File: src/rtl/signal_debouncer.sv
// Per-channel input debouncer: a level change is accepted only after
// STABLE_CYCLES consecutive samples that differ from the current debounced state.
module signal_debouncer #(
  parameter int               WIDTH         = 1,
  parameter int               STABLE_CYCLES = 4,
  parameter logic [WIDTH-1:0] RESET_STATE   = '0
) (
  input  logic             clk,
  input  logic             rst,
  input  logic             en,
  input  logic [WIDTH-1:0] in,
  output logic [WIDTH-1:0] state,
  output logic [WIDTH-1:0] rise,
  output logic [WIDTH-1:0] fall,
  output logic             any_edge
);

  localparam int             CNT_W   = $clog2(STABLE_CYCLES);
  localparam logic [CNT_W-1:0] CNT_MAX = CNT_W'(STABLE_CYCLES - 1);

  logic [CNT_W-1:0] cnt [WIDTH];

  // A matching sample or a disabled cycle discards any partial count.
  always_ff @(posedge clk or posedge rst) begin
    if (rst) begin
      state <= RESET_STATE;
      rise  <= '0;
      fall  <= '0;
      for (int i = 0; i < WIDTH; i++) cnt[i] <= '0;
    end else begin
      for (int i = 0; i < WIDTH; i++) begin
        rise[i] <= 1'b0;
        fall[i] <= 1'b0;
        if (!en || (in[i] == state[i])) begin
          cnt[i] <= '0;
        end else if (cnt[i] == CNT_MAX) begin
          state[i] <= in[i];
          cnt[i]   <= '0;
          rise[i]  <= in[i];
          fall[i]  <= ~in[i];
        end else begin
          cnt[i] <= cnt[i] + 1'b1;
        end
      end
    end
  end

  assign any_edge = |{rise, fall};

endmodule

File: config.mk
export PLATFORM = sky130hd
export DESIGN_NAME = signal_debouncer
export DESIGN_NICKNAME = d
export VERILOG_FILES = /design/src/rtl/signal_debouncer.sv
export SDC_FILE = /design/constraint.sdc
export NUM_CORES = 1
export LEC_CHECK = 0
export ABC_CLOCK_PERIOD_IN_PS = 1100
export BUFFER_PORTS_ARGS = -buffer_cell sky130_fd_sc_hd__buf_2
export CAP_MARGIN = 20
export CORE_AREA = 5 5 42 44
export DETAILED_ROUTE_END_ITERATION = 12
export DIE_AREA = 0 0 47 49
export GPL_TIMING_DRIVEN = 0
export PLACE_DENSITY = 0.32
export SETUP_SLACK_MARGIN = 0.02
export SLEW_MARGIN = 20
export SYNTH_ARGS = -nofsm -noshare
export SYNTH_HDL_FRONTEND = slang
export SYNTH_SLANG_ARGS = --single-unit
File: constraint.sdc
create_clock -name clk -period 1.1 [get_ports clk]
set_input_delay 0.055 -clock clk [delete_from_list [all_inputs] [get_ports clk]]
set_output_delay 0.055 -clock clk [all_outputs]
set_load 0.01 [all_outputs]
# Yosys cells after proc, flatten, opt, wreduce, memory -nomap -nowiden
# Index checks and enable logic that the tools add are counted.
# word_totals
output_inout_bits	4
input_bits	4
register_bits	5
word_cells	19
# op_classes
addsub	1
mux	6
bitwise	2
eq_ne	2
reduce_logical	4
# ops
op	count
1-bit 2-to-1 mux	4
2-bit 2-to-1 mux	2
2-bit by 1-bit adder with 2-bit output, second input constant	1
2-bit == test, second input constant	1
1-bit NOT	2
2-bit AND reduction	1
2-bit OR reduction	1
1-bit == test	1
1-bit logical NOT	1
1-bit logical OR	1

# Longest topological paths before layout
# Gate-level depths: netlist of the first run.
# logic_depth
word_depth	4
mapped_depth	3
mapped_depth_nobuf	3

# Least setup slack after synthesis of the first run
# OpenSTA, ideal clock, no wires.
# synth_path
path_kind	register -> register
from	register cnt[0] (netlist name)
to	register state
stages_incl_launch_ff	4
n_path_buf	0
setup_ns	0.125
required_time_ns	0.975
period_less_slack_ns	1.125
arrival_ns	1.000
path_slack_ns	-0.025
path_cell_list	dfrtp_1 -> ha_1 -> nand2_1 -> mux2_2
# synth_via
elab_chain_len	2
# synth_lines
item	line_no	rtl
start, declared	21	logic [CNT_W-1:0] cnt [WIDTH];
start signal, assigned by index	42	cnt[i] <= cnt[i] + 1'b1;
2-bit == test	36	end else if (cnt[i] == CNT_MAX) begin
2-bit AND reduction (no line)	--	
end signal, assigned by index	37	state[i] <= in[i];
end, declared	12	output logic [WIDTH-1:0] state,
# Every way passes these cells.
# A chain may end at the register's enable or synchronous reset.

# Final worst setup path of the first run
# Ends and elaborated chain as after synthesis.

==> impl_results.html, run 1 <==
<table>
<tr><th>Metric</th><th>Value</th></tr>
<tr><th colspan="2">Global routing</th></tr>
<tr><td>Antenna violations before repair</td><td>0</td></tr>
<tr><td>Grt ovf</td><td>0</td></tr>
<tr><td>Total routing resource utilization after global routing</td><td>4.678%</td></tr>
<tr><td>Wire length of the first global-routing pass</td><td>690 microns</td></tr>
<tr><td>Maximum number of pins on one net before global-route repair</td><td>6</td></tr>
<tr><td>Vias in the first global route</td><td>175</td></tr>
<tr><th colspan="2">Critical path</th></tr>
<tr><td>Required @ worst endpoint</td><td>1.23 ns</td></tr>
<tr><td>R2R setup slack</td><td>0.05 ns</td></tr>
<tr><td>Launch point of the worst reg-to-reg path</td><td>cnt[0]</td></tr>
<tr><td>Crit Reg-Reg Endpoint</td><td>state</td></tr>
<tr><td>Worst Setup End Kind</td><td>flip-flop</td></tr>
<tr><td>Start-to-end type of the worst setup path</td><td>reg2reg</td></tr>
<tr><td>Cell depth of the worst flop-to-flop path</td><td>3</td></tr>
<tr><td>Worst setup SP type</td><td>flip-flop</td></tr>
<tr><td>Largest fanout of any net on the critical path</td><td>3</td></tr>
<tr><td>Arr. time, crit path</td><td>1.18 ns</td></tr>
<tr><th colspan="2">Detailed routing</th></tr>
<tr><td>Routed wire length</td><td>460 microns</td></tr>
<tr><td>Antenna Nets Post-Route</td><td>0</td></tr>
<tr><td>Iter 0 DRT Violations</td><td>2</td></tr>
<tr><td>Detailed-route wire length per cell</td><td>10.00 microns</td></tr>
<tr><td>DRC errors left</td><td>0</td></tr>
<tr><td>DR vias</td><td>166</td></tr>
<tr><td>Router iterations before antenna repair</td><td>2</td></tr>
<tr><td>Via-per-instance ratio</td><td>3.609</td></tr>
<tr><th colspan="2">Timing</th></tr>
<tr><td>Total Negative Setup Slacks</td><td>0 ns</td></tr>
<tr><td>Actual transition at the worst max-transition pin</td><td>0.2455 ns</td></tr>
<tr><td>Final hold violation count</td><td>0</td></tr>
<tr><td>Max Freq</td><td>0.9487 GHz</td></tr>
<tr><td>Final max-slew violation count</td><td>0</td></tr>
<tr><td>Clock period minus final worst setup slack</td><td>1.054 ns</td></tr>
<tr><td>Remaining max-slew budget at the tightest pin</td><td>83.52%</td></tr>
<tr><td>PnR worst setup slack</td><td>0.04592 ns</td></tr>
<tr><td>Final setup violation count</td><td>0</td></tr>
<tr><td>Clock Skew</td><td>0.002082 ns</td></tr>
<tr><td>Unrepaired setup endpoints after global routing</td><td>false</td></tr>
<tr><td>Fraction of the cycle the final worst path needs</td><td>95.83%</td></tr>
<tr><th colspan="2">CTS</th></tr>
<tr><td>Maximum root-to-sink buffer count</td><td>2</td></tr>
<tr><td>Clock latency on the worst-skew pair</td><td>0.25 ns</td></tr>
<tr><td>Inserted Clock Buffers</td><td>3</td></tr>
<tr><td>Depth of the CTS H-tree</td><td>1</td></tr>
<tr><td>Clock tree root driver cell</td><td>clkbuf_4</td></tr>
<tr><td>Post-CTS clock slew at the launch and capture registers of the worst setup and hold paths</td><td>0.05 ns</td></tr>
<tr><td>Sink Count</td><td>5</td></tr>
<tr><td>CTS tree</td><td>yes</td></tr>
<tr><th colspan="2">Synth</th></tr>
<tr><td>Yosys cell types</td><td>10</td></tr>
<tr><td>Synth Cell Area</td><td>209.0 sq um</td></tr>
<tr><td>Register area share after synthesis</td><td>59.88%</td></tr>
<tr><td>Number of warning messages in the yosys log</td><td>0</td></tr>
<tr><td>#FFs+latches synth</td><td>5</td></tr>
<tr><td>Cells after Synth</td><td>16</td></tr>
<tr><td>Post-Syn Nets</td><td>21</td></tr>
<tr><td>Mean instance size in the synthesized netlist</td><td>13.06 sq um</td></tr>
<tr><th colspan="2">Pwr</th></tr>
<tr><td>Net switching component of the power</td><td>0.1452 mW</td></tr>
<tr><td>Sequential share of power</td><td>41.2%</td></tr>
<tr><td>Maximum vdd drop</td><td>0.0003519 V</td></tr>
<tr><td>Power per cell area</td><td>1565 nW/um^2</td></tr>
<tr><td>Portion of total power attributed to the clock network</td><td>41.0%</td></tr>
<tr><td>Net Sw Frac</td><td>26.66%</td></tr>
<tr><td>Comb power frac</td><td>17.8%</td></tr>
<tr><td>Int Power</td><td>0.3993 mW</td></tr>
<tr><td>Leakage</td><td>0.1800 nW</td></tr>
<tr><th colspan="2">Run status</th></tr>
<tr><td>Status</td><td>complete, no violations</td></tr>
<tr><th colspan="2">Min path</th></tr>
<tr><td>Min-Delay Endpoint</td><td>fall</td></tr>
<tr><td>Hold Path Depth</td><td>2</td></tr>
<tr><td>Beginning of the worst hold path</td><td>in</td></tr>
<tr><td>Hold crit path type</td><td>in2reg</td></tr>
<tr><th colspan="2">Placement</th></tr>
<tr><td>HPWL after detailed placement</td><td>328.4 microns</td></tr>
<tr><td>Standard cell area after detailed placement</td><td>269.0 sq um</td></tr>
<tr><td>Routability congestion estimate from global placement</td><td>0.6595</td></tr>
<tr><td>Post-Place Worst Slack</td><td>-0.01277 ns</td></tr>
<tr><td>PortBufs</td><td>7</td></tr>
<tr><th colspan="2">Die</th></tr>
<tr><td>Effective utilization at floorplan</td><td>14.91%</td></tr>
<tr><td>Horizontal extent of the die</td><td>47 microns</td></tr>
<tr><td>Site Rows</td><td>14</td></tr>
<tr><td>Height of the die</td><td>49 microns</td></tr>
<tr><td>Total die area</td><td>2303 sq um</td></tr>
<tr><td>Area inside the core boundary</td><td>1401 sq um</td></tr>
<tr><td>Io pins</td><td>8</td></tr>
<tr><th colspan="2">Cells and area</th></tr>
<tr><td>Share of final-layout standard cells stronger than drive strength 1</td><td>56.67%</td></tr>
<tr><td>Number of diodes added for antenna fixing</td><td>0</td></tr>
<tr><td>Leading cell type in the layout, fill and taps excluded</td><td>buf_2</td></tr>
<tr><td>Utilization after layout</td><td>24.82%</td></tr>
<tr><td>Final std cell area, no fill</td><td>347.8 sq um</td></tr>
<tr><td>Signed area change from the synthesized netlist to the final layout</td><td>66.47%</td></tr>
<tr><td>Final #Nets</td><td>36</td></tr>
<tr><td>Commonest cells after routing, fill and taps aside</td><td>6 x buf_2, 5 x dfrtp_1, 3 x clkbuf_4</td></tr>
<tr><th colspan="2">Run</th></tr>
<tr><td># Max-Cap Violations</td><td>0</td></tr>
</table>
[cells in the mapped netlist]
master / count / share of area (%)
inv_1: 1 / 1.8
mux2_2: 1 / 5.4
nor3b_1: 2 / 7.2
nor2_1: 1 / 1.8
or2_2: 1 / 3.0
ha_1: 1 / 6.0
nand2_1: 2 / 3.6
dfrtp_1: 5 / 60
nor4b_2: 1 / 7.2
xnor2_1: 1 / 4.2
[stage by stage]
step | power [mW] | hold slack (ns) | std cells
after CTS | 0.5526 | 0.01326 | 46
after detailed placement | 0.2973 | -0.03445 | 39
after global routing | 0.5701 | 0.03193 | 46
after global placement | 0.2924 | -0.03793 | 39
final | 0.5445 | 0.01799 | 46
after floorplan | 0.2685 | -0.1665 | 16
[cells by family (layout without fill, tap and decap cells)]
family | Yosys count | count (layout) | synth area share, %
XOR/XNOR | 1 | 1 | 4.192
multiplexers | 1 | 1 | 5.389
adder cells (fa/ha/maj) | 1 | 1 | 5.987
flip-flops | 5 | 5 | 59.88
buffers and inverters | 1 | 15 | 1.795
AND/OR/NAND/NOR | 7 | 7 | 22.75
[final cells by class]
cell class	instances	area (sq um)
Multi-Input combinational cell	10	106.4
Tap cell	16	20.02
Clock buffer	4	26.28
Fill cell	155	1054
Sequential cell	5	125.1
Timing Repair Buffer	10	66.31
Inverter	1	3.754
[layer usage]
metal,GRT usage (%),vias to the layer above,routed length (microns)
li1,-,80,-
met1,4.709,74,188
met2,6.109,9,204
met3,2.214,3,42
met4,5.530,0,24
met5,0,-,0
[flip-flops by register name (all words and copies together), names as in the netlist]
signal and count:
cnt 2, fall 1, rise 1, state 1
[worst max-delay path, stage by stage (launching register included)]
cell and delay [ns]:
dfrtp_1 0.40, ha_4 0.18, nand2_4 0.06, mux2_4 0.29
[repair_timing]
action                                 in CTS  in global routing
buffers inserted                            2                  0
hold buffers                                1                  0
pin swaps                                   2                  2
resized for setup                           3                  2
setup endpoints to repair                   2                  2
endpoints found under the hold margin       5                  0
[power groups by stage]
stage / registers, mW / logic [mW] / clock network (mW)
finish: 0.224 / 0.0971 / 0.223
global route: 0.226 / 0.110 / 0.235
CTS: 0.224 / 0.0932 / 0.236
detailed placement: 0.223 / 0.0741 / 0
global placement: 0.222 / 0.0704 / 0
floorplan: 0.225 / 0.0432 / 0
[how the worst max path moves through the flow]
stage | startpoint | end | slack (ns) | depth (start not counted)
3_3_place_gp | cnt[0] | state | -0.005 | 3
2_1_floorplan | cnt[0] | state | 0.03 | 3
5_1_grt | cnt[0] | state | 0.02 | 3
4_1_cts | cnt[0] | state | 0.0006 | 3
6_report | cnt[0] | state | 0.05 | 3
3_5_place_dp | cnt[0] | state | -0.01 | 3
(Power assumes the default switching activity.)
==> inputs of run 2 (changes only) <==
- RECOVER_POWER: unset -> 50
==> run 2 against run 1 <==
Global-route usage unchanged. Worst hold slack unchanged. Total power about the same. Core utilization down 0.18 points. Combinational power about the same. Clock-buffer cell count unchanged. Cell area down 0.72%. First-iteration DRC count unchanged. Clock power about the same. Critical path depth unchanged. Sequential power about the same. Clock skew unchanged.
==> impl_results.html, run 2 (synthesis gave the netlist of run 1 again) <==
<table>
<tr><th>Metric</th><th>Value</th></tr>
<tr><th colspan="2">Run status</th></tr>
<tr><td>Status</td><td>complete, no violations</td></tr>
<tr><th colspan="2">Detailed routing</th></tr>
<tr><td>Router iterations before antenna repair</td><td>2</td></tr>
<tr><td>Routed wire length</td><td>464 microns</td></tr>
<tr><td>DRC errors left</td><td>0</td></tr>
<tr><td>Iter 0 DRT Violations</td><td>2</td></tr>
<tr><td>Detailed-route wire length per cell</td><td>10.09 microns</td></tr>
<tr><td>Via-per-instance ratio</td><td>3.609</td></tr>
<tr><td>Antenna Nets Post-Route</td><td>0</td></tr>
<tr><td>DR vias</td><td>166</td></tr>
<tr><th colspan="2">CTS</th></tr>
<tr><td>Maximum root-to-sink buffer count</td><td>2</td></tr>
<tr><td>Sink Count</td><td>5</td></tr>
<tr><td>Clock latency on the worst-skew pair</td><td>0.25 ns</td></tr>
<tr><td>Depth of the CTS H-tree</td><td>1</td></tr>
<tr><td>Post-CTS clock slew at the launch and capture registers of the worst setup and hold paths</td><td>0.05 ns</td></tr>
<tr><td>Clock tree root driver cell</td><td>clkbuf_4</td></tr>
<tr><td>CTS tree</td><td>yes</td></tr>
<tr><td>Inserted Clock Buffers</td><td>3</td></tr>
<tr><th colspan="2">Cells and area</th></tr>
<tr><td>Share of final-layout standard cells stronger than drive strength 1</td><td>50.00%</td></tr>
<tr><td>Final #Nets</td><td>36</td></tr>
<tr><td>Number of flip-flops under the largest register name</td><td>2</td></tr>
<tr><td>Number of diodes added for antenna fixing</td><td>0</td></tr>
<tr><td># fillers</td><td>156</td></tr>
<tr><td>Register containing the most flip-flops in the final layout</td><td>cnt</td></tr>
<tr><td>Signed area change from the synthesized netlist to the final layout</td><td>65.27%</td></tr>
<tr><td>Commonest cells after routing, fill and taps aside</td><td>5 x dfrtp_1, 4 x buf_2, 3 x clkbuf_4, 3 x clkbuf_1</td></tr>
<tr><td>Leading cell type in the layout, fill and taps excluded</td><td>dfrtp_1</td></tr>
<tr><td>Final std cell area, no fill</td><td>345.3 sq um</td></tr>
<tr><td>Count of non-filler cells in the finished layout</td><td>46</td></tr>
<tr><th colspan="2">Placement</th></tr>
<tr><td>Routability congestion estimate from global placement</td><td>0.6595</td></tr>
<tr><td>HPWL after detailed placement</td><td>328.4 microns</td></tr>
<tr><td>Placed Instances</td><td>39</td></tr>
<tr><td>Standard cell area after detailed placement</td><td>269.0 sq um</td></tr>
<tr><td>PortBufs</td><td>7</td></tr>
<tr><th colspan="2">Timing</th></tr>
<tr><td>Final setup violation count</td><td>0</td></tr>
<tr><td>Unrepaired setup endpoints after global routing</td><td>false</td></tr>
<tr><td>Final max-slew violation count</td><td>0</td></tr>
<tr><td>Final hold violation count</td><td>0</td></tr>
<tr><td>Fraction of the cycle the final worst path needs</td><td>95.83%</td></tr>
<tr><td>Clock period minus final worst setup slack</td><td>1.054 ns</td></tr>
<tr><td>Actual transition at the worst max-transition pin</td><td>0.2455 ns</td></tr>
<tr><td>Clock Skew</td><td>0.002082 ns</td></tr>
<tr><td>Max Freq</td><td>0.9487 GHz</td></tr>
<tr><td>Remaining max-slew budget at the tightest pin</td><td>83.52%</td></tr>
<tr><th colspan="2">Pwr</th></tr>
<tr><td>Power per cell area</td><td>1577 nW/um^2</td></tr>
<tr><td>Maximum vdd drop</td><td>0.0003519 V</td></tr>
<tr><td>Leakage</td><td>0.1712 nW</td></tr>
<tr><th colspan="2">Global routing</th></tr>
<tr><td>Maximum number of pins on one net before global-route repair</td><td>6</td></tr>
<tr><td>Antenna violations before repair</td><td>0</td></tr>
<tr><td>Total routing resource utilization after global routing</td><td>4.678%</td></tr>
<tr><td>Wire length of the first global-routing pass</td><td>690 microns</td></tr>
<tr><td>Vias in the first global route</td><td>175</td></tr>
<tr><td>Grt ovf</td><td>0</td></tr>
<tr><th colspan="2">Critical path</th></tr>
<tr><td>Required @ worst endpoint</td><td>1.23 ns</td></tr>
<tr><td>Start-to-end type of the worst setup path</td><td>reg2reg</td></tr>
<tr><td>Largest fanout of any net on the critical path</td><td>3</td></tr>
<tr><td>Cell depth of the worst flop-to-flop path</td><td>3</td></tr>
<tr><td>Worst setup SP type</td><td>flip-flop</td></tr>
<tr><td>Arr. time, crit path</td><td>1.18 ns</td></tr>
<tr><td>Worst Setup End Kind</td><td>flip-flop</td></tr>
<tr><th colspan="2">Run</th></tr>
<tr><td># Max-Cap Violations</td><td>0</td></tr>
<tr><th colspan="2">Die</th></tr>
<tr><td>Site Rows</td><td>14</td></tr>
<tr><td>Height of the die</td><td>49 microns</td></tr>
<tr><td>Effective utilization at floorplan</td><td>14.91%</td></tr>
<tr><td>Total die area</td><td>2303 sq um</td></tr>
<tr><td>Area inside the core boundary</td><td>1401 sq um</td></tr>
<tr><td>Horizontal extent of the die</td><td>47 microns</td></tr>
<tr><td>Io pins</td><td>8</td></tr>
<tr><th colspan="2">Min path</th></tr>
<tr><td>Hold Path Depth</td><td>2</td></tr>
<tr><td>Hold crit path type</td><td>in2reg</td></tr>
</table>
==> run 2: cell type report <==
| type | count | area, sq um | share of cell area [%] |
|---|---|---|---|
| Sequential cell | 5 | 125.1 | 36.23 |
| Multi-Input combinational cell | 10 | 106.4 | 30.80 |
| Timing Repair Buffer | 10 | 63.81 | 18.48 |
| Clock buffer | 4 | 26.28 | 7.609 |
| Tap cell | 16 | 20.02 | 5.797 |
| Inverter | 1 | 3.754 | 1.087 |
==> run 2: final timing paths <==
check,startpoint,endpoint,slack [ns]
max reg2reg,cnt[0],state,0.05
min in group asynchronous,rst,fall,0.25
min,in,fall,0.02
min reg2reg,state,rise,0.51
max,cnt[0],state,0.05
max in group asynchronous,rst,state,0.67
==> run 2: per-layer routing <==
layer / track usage (%) / vias to the layer above / wire length [microns]
met5: 0 / - / 0
met4: 5.530 / 0 / 24
met3: 2.214 / 3 / 51
met2: 6.109 / 9 / 204
met1: 4.709 / 74 / 183
li1: - / 80 / -
==> run 2: metrics by stage <==
stage | hold WS [ns] | worst slack [ns] | utilization [%] | total power [mW] | setup TNS, ns
4_1_cts | 0.01326 | 0.0006101 | 24.20 | 0.5526 | 0
3_3_place_gp | -0.03793 | -0.004803 | 19.20 | 0.2924 | -0.004803
6_report | 0.01799 | 0.04592 | 24.64 | 0.5444 | 0
3_5_place_dp | -0.03445 | -0.01277 | 19.20 | 0.2973 | -0.01277
2_1_floorplan | -0.1665 | 0.02952 | - | 0.2685 | 0
5_1_grt | 0.03193 | 0.02127 | 24.64 | 0.5700 | 0
==> run 2: what timing repair did <==
| action | CTS | global route |
|---|---|---|
| buffers inserted | 2 | 0 |
| hold endpoints to repair | 5 | 0 |
| pin swaps | 2 | 2 |
| endpoints found under the setup margin | 2 | 2 |
| hold buffers | 1 | 0 |
| resized for setup | 3 | 2 |
==> run 2: where the power goes <==
group          leakage, nW  switching (mW)  total [mW]  internal [mW]
combinational       0.0879          0.0393      0.0970         0.0577
clock               0.0150          0.0855       0.223          0.138
sequential          0.0683          0.0204       0.224          0.204
total                0.171           0.145       0.544          0.399
==> run 2: critical path, cell delays in order (launching register included) <==
cell and delay, ns:
dfrtp_1 0.40, ha_4 0.18, nand2_4 0.06, mux2_4 0.29
==> inputs of run 3 (changes only) <==
- REMOVE_ABC_BUFFERS: unset -> 1
==> run 3 against run 2 <==
Worst hold slack better by 0.0075 ns. Sequential cell count unchanged. Clock-buffer cell count did not move. Clock skew about the same. Clock power fell by 9.4%. Core utilization shrank 0.45 points. Combinational power fell by 3.5%. Die area unchanged. Sequential share of layout area grew 0.67 points. Global-route usage increased by 0.28 points. Largest power group unchanged.
==> impl_results.html, run 3 (synthesis gave the netlist of run 1 again) <==
<table>
<tr><th>Metric</th><th>Value</th></tr>
<tr><th colspan="2">Run status</th></tr>
<tr><td>Status</td><td>complete, no violations</td></tr>
<tr><th colspan="2">Critical path</th></tr>
<tr><td>Setup crit start</td><td>cnt[0]</td></tr>
<tr><td>Worst setup SP type</td><td>flip-flop</td></tr>
<tr><td>Start-to-end type of the worst setup path</td><td>reg2reg</td></tr>
<tr><td>Required @ worst endpoint</td><td>1.22 ns</td></tr>
<tr><td>Arr. time, crit path</td><td>1.18 ns</td></tr>
<tr><td>Crit Reg-Reg Endpoint</td><td>state</td></tr>
<tr><td>Largest fanout of any net on the critical path</td><td>3</td></tr>
<tr><td>Launch point of the worst reg-to-reg path</td><td>cnt[0]</td></tr>
<tr><td>Worst Setup End Kind</td><td>flip-flop</td></tr>
<tr><td>R2R setup slack</td><td>0.04 ns</td></tr>
<tr><td>Cell depth of the worst flop-to-flop path</td><td>3</td></tr>
<tr><td>Worst setup path endpoint</td><td>state</td></tr>
<tr><th colspan="2">Timing</th></tr>
<tr><td>Final hold violation count</td><td>0</td></tr>
<tr><td>Actual transition at the worst max-transition pin</td><td>0.2497 ns</td></tr>
<tr><td>Remaining max-slew budget at the tightest pin</td><td>83.24%</td></tr>
<tr><td>Total Negative Setup Slacks</td><td>0 ns</td></tr>
<tr><td>Unrepaired setup endpoints after global routing</td><td>true</td></tr>
<tr><td>Fraction of the cycle the final worst path needs</td><td>96.49%</td></tr>
<tr><td>Final max-slew violation count</td><td>0</td></tr>
<tr><td>Clock Skew</td><td>0.002207 ns</td></tr>
<tr><td>Max Freq</td><td>0.9421 GHz</td></tr>
<tr><td>Clock period minus final worst setup slack</td><td>1.061 ns</td></tr>
<tr><td>Worst Hold Margin</td><td>0.02545 ns</td></tr>
<tr><td>Final setup violation count</td><td>0</td></tr>
<tr><th colspan="2">Detailed routing</th></tr>
<tr><td>Iter 0 DRT Violations</td><td>0</td></tr>
<tr><td>Detailed-route wire length per cell</td><td>8.622 microns</td></tr>
<tr><td>DR vias</td><td>164</td></tr>
<tr><td>Router iterations before antenna repair</td><td>1</td></tr>
<tr><td>DRC errors left</td><td>0</td></tr>
<tr><td>Antenna Nets Post-Route</td><td>0</td></tr>
<tr><td>Via-per-instance ratio</td><td>3.644</td></tr>
<tr><td>Routed wire length</td><td>388 microns</td></tr>
<tr><th colspan="2">Cells and area</th></tr>
<tr><td>Number of flip-flops under the largest register name</td><td>2</td></tr>
<tr><td>Final std cell area, no fill</td><td>339.1 sq um</td></tr>
<tr><td>Flip-flop and latch area</td><td>125.1 sq um</td></tr>
<tr><td>Register containing the most flip-flops in the final layout</td><td>cnt</td></tr>
<tr><td>Commonest cells after routing, fill and taps aside</td><td>5 x dfrtp_1, 5 x buf_2, 3 x clkbuf_4</td></tr>
<tr><td># fillers</td><td>166</td></tr>
<tr><td>Area of combinational cells with multiple inputs</td><td>106.4 sq um</td></tr>
<tr><td>Count of non-filler cells in the finished layout</td><td>45</td></tr>
<tr><td>Final #Nets</td><td>35</td></tr>
<tr><td>Number of diodes added for antenna fixing</td><td>0</td></tr>
<tr><td>Utilization after layout</td><td>24.20%</td></tr>
<tr><td>Share of final-layout standard cells stronger than drive strength 1</td><td>51.72%</td></tr>
<tr><td>Signed area change from the synthesized netlist to the final layout</td><td>62.28%</td></tr>
<tr><th colspan="2">CTS</th></tr>
<tr><td>Clock tree root driver cell</td><td>clkbuf_4</td></tr>
<tr><td>CTS tree</td><td>yes</td></tr>
<tr><td>Clock latency on the worst-skew pair</td><td>0.24 ns</td></tr>
<tr><td>Depth of the CTS H-tree</td><td>1</td></tr>
<tr><td>Inserted Clock Buffers</td><td>3</td></tr>
<tr><td>Post-CTS clock slew at the launch and capture registers of the worst setup and hold paths</td><td>0.04 ns</td></tr>
<tr><td>Sink Count</td><td>5</td></tr>
<tr><td>Maximum root-to-sink buffer count</td><td>2</td></tr>
<tr><th colspan="2">Global routing</th></tr>
<tr><td>Most crowded layer after global routing</td><td>met2</td></tr>
<tr><td>Total routing resource utilization after global routing</td><td>4.958%</td></tr>
<tr><td>Antenna violations before repair</td><td>0</td></tr>
<tr><td>Wire length of the first global-routing pass</td><td>724 microns</td></tr>
<tr><td>Met2 track demand over resource in global routing</td><td>5.656%</td></tr>
<tr><td>GRT met3 Usage</td><td>4.797%</td></tr>
<tr><td>GRT met1 Usage</td><td>5.145%</td></tr>
<tr><td>Vias in the first global route</td><td>169</td></tr>
<tr><td>Maximum number of pins on one net before global-route repair</td><td>6</td></tr>
<tr><td>Grt ovf</td><td>0</td></tr>
<tr><th colspan="2">Die</th></tr>
<tr><td>Io pins</td><td>8</td></tr>
<tr><td>Height of the die</td><td>49 microns</td></tr>
<tr><td>Horizontal extent of the die</td><td>47 microns</td></tr>
<tr><td>Total die area</td><td>2303 sq um</td></tr>
<tr><td>Effective utilization at floorplan</td><td>14.91%</td></tr>
<tr><td>Area inside the core boundary</td><td>1401 sq um</td></tr>
<tr><td>Site Rows</td><td>14</td></tr>
<tr><th colspan="2">Placement</th></tr>
<tr><td>Placed Instances</td><td>39</td></tr>
<tr><td>Standard cell area after detailed placement</td><td>264.0 sq um</td></tr>
<tr><td>PortBufs</td><td>7</td></tr>
<tr><td>Routability congestion estimate from global placement</td><td>0.6146</td></tr>
<tr><td>HPWL after detailed placement</td><td>310.9 microns</td></tr>
<tr><th colspan="2">Min path</th></tr>
<tr><td>Hold crit path type</td><td>in2reg</td></tr>
<tr><th colspan="2">Pwr</th></tr>
<tr><td>Maximum vdd drop</td><td>0.0004546 V</td></tr>
<tr><td>Leakage</td><td>0.1701 nW</td></tr>
<tr><td>Power per cell area</td><td>1534 nW/um^2</td></tr>
<tr><th colspan="2">Run</th></tr>
<tr><td># Max-Cap Violations</td><td>0</td></tr>
</table>
## run 3: changes by cell type in the layout (fill, tap and decap cells not counted)
cell,previous run,this run
buf_4,2,1
buf_2,4,5
clkbuf_1,3,2
## run 3: power by group
part / internal [mW] / switching, mW
Combinational: 0.0554 / 0.0382
Sequential: 0.204 / 0.0203
Clock: 0.137 / 0.0656
## run 3: per-layer routing
| layer | part of all wire (%) | routed length [microns] |
|---|---|---|
| met4 | 0 | 0 |
| met1 | 43 | 166 |
| met2 | 46 | 179 |
| met3 | 11 | 43 |
| met5 | 0 | 0 |
## run 3: critical path: stages, from the launching register on
cell     delay [ns]
dfrtp_1        0.40
ha_4           0.19
nand2_4        0.06
mux2_4         0.29
## run 3: cell type report
cell class              instances  share of cell area [%]
clock buffers                   4                   7.749
inverters                       1                   1.107
multi-input cells              10                   31.37
flip-flops and latches          5                   36.90
well taps                      16                   5.904
repair buffers                  9                   16.97
## run 3: worst min-delay path by stage
stage / from / end / cells past startpoint
2_1_floorplan: rst / cnt[0] / 1
3_3_place_gp: rst / cnt[0] / 2
3_5_place_dp: rst / cnt[1] / 2
4_1_cts: in / fall / 2
5_1_grt: in / fall / 2
6_report: in / fall / 2
## run 3: through the flow
stage / setup WS, ns / total power [mW]
finish: 0.03856 / 0.5201
global route: -0.003221 / 0.5644
CTS: 0.009012 / 0.5204
detailed placement: -0.08809 / 0.2924
global placement: -0.08006 / 0.2906
floorplan: -0.02472 / 0.2670
## run 3: timing repair
action                     4_1_cts  5_1_grt
pin swaps                        1        1
gates resized for setup          4        3
setup buffers                    1        0
hold buffers                     1        0
hold endpoints to repair         5        0
setup endpoints to repair        2        1
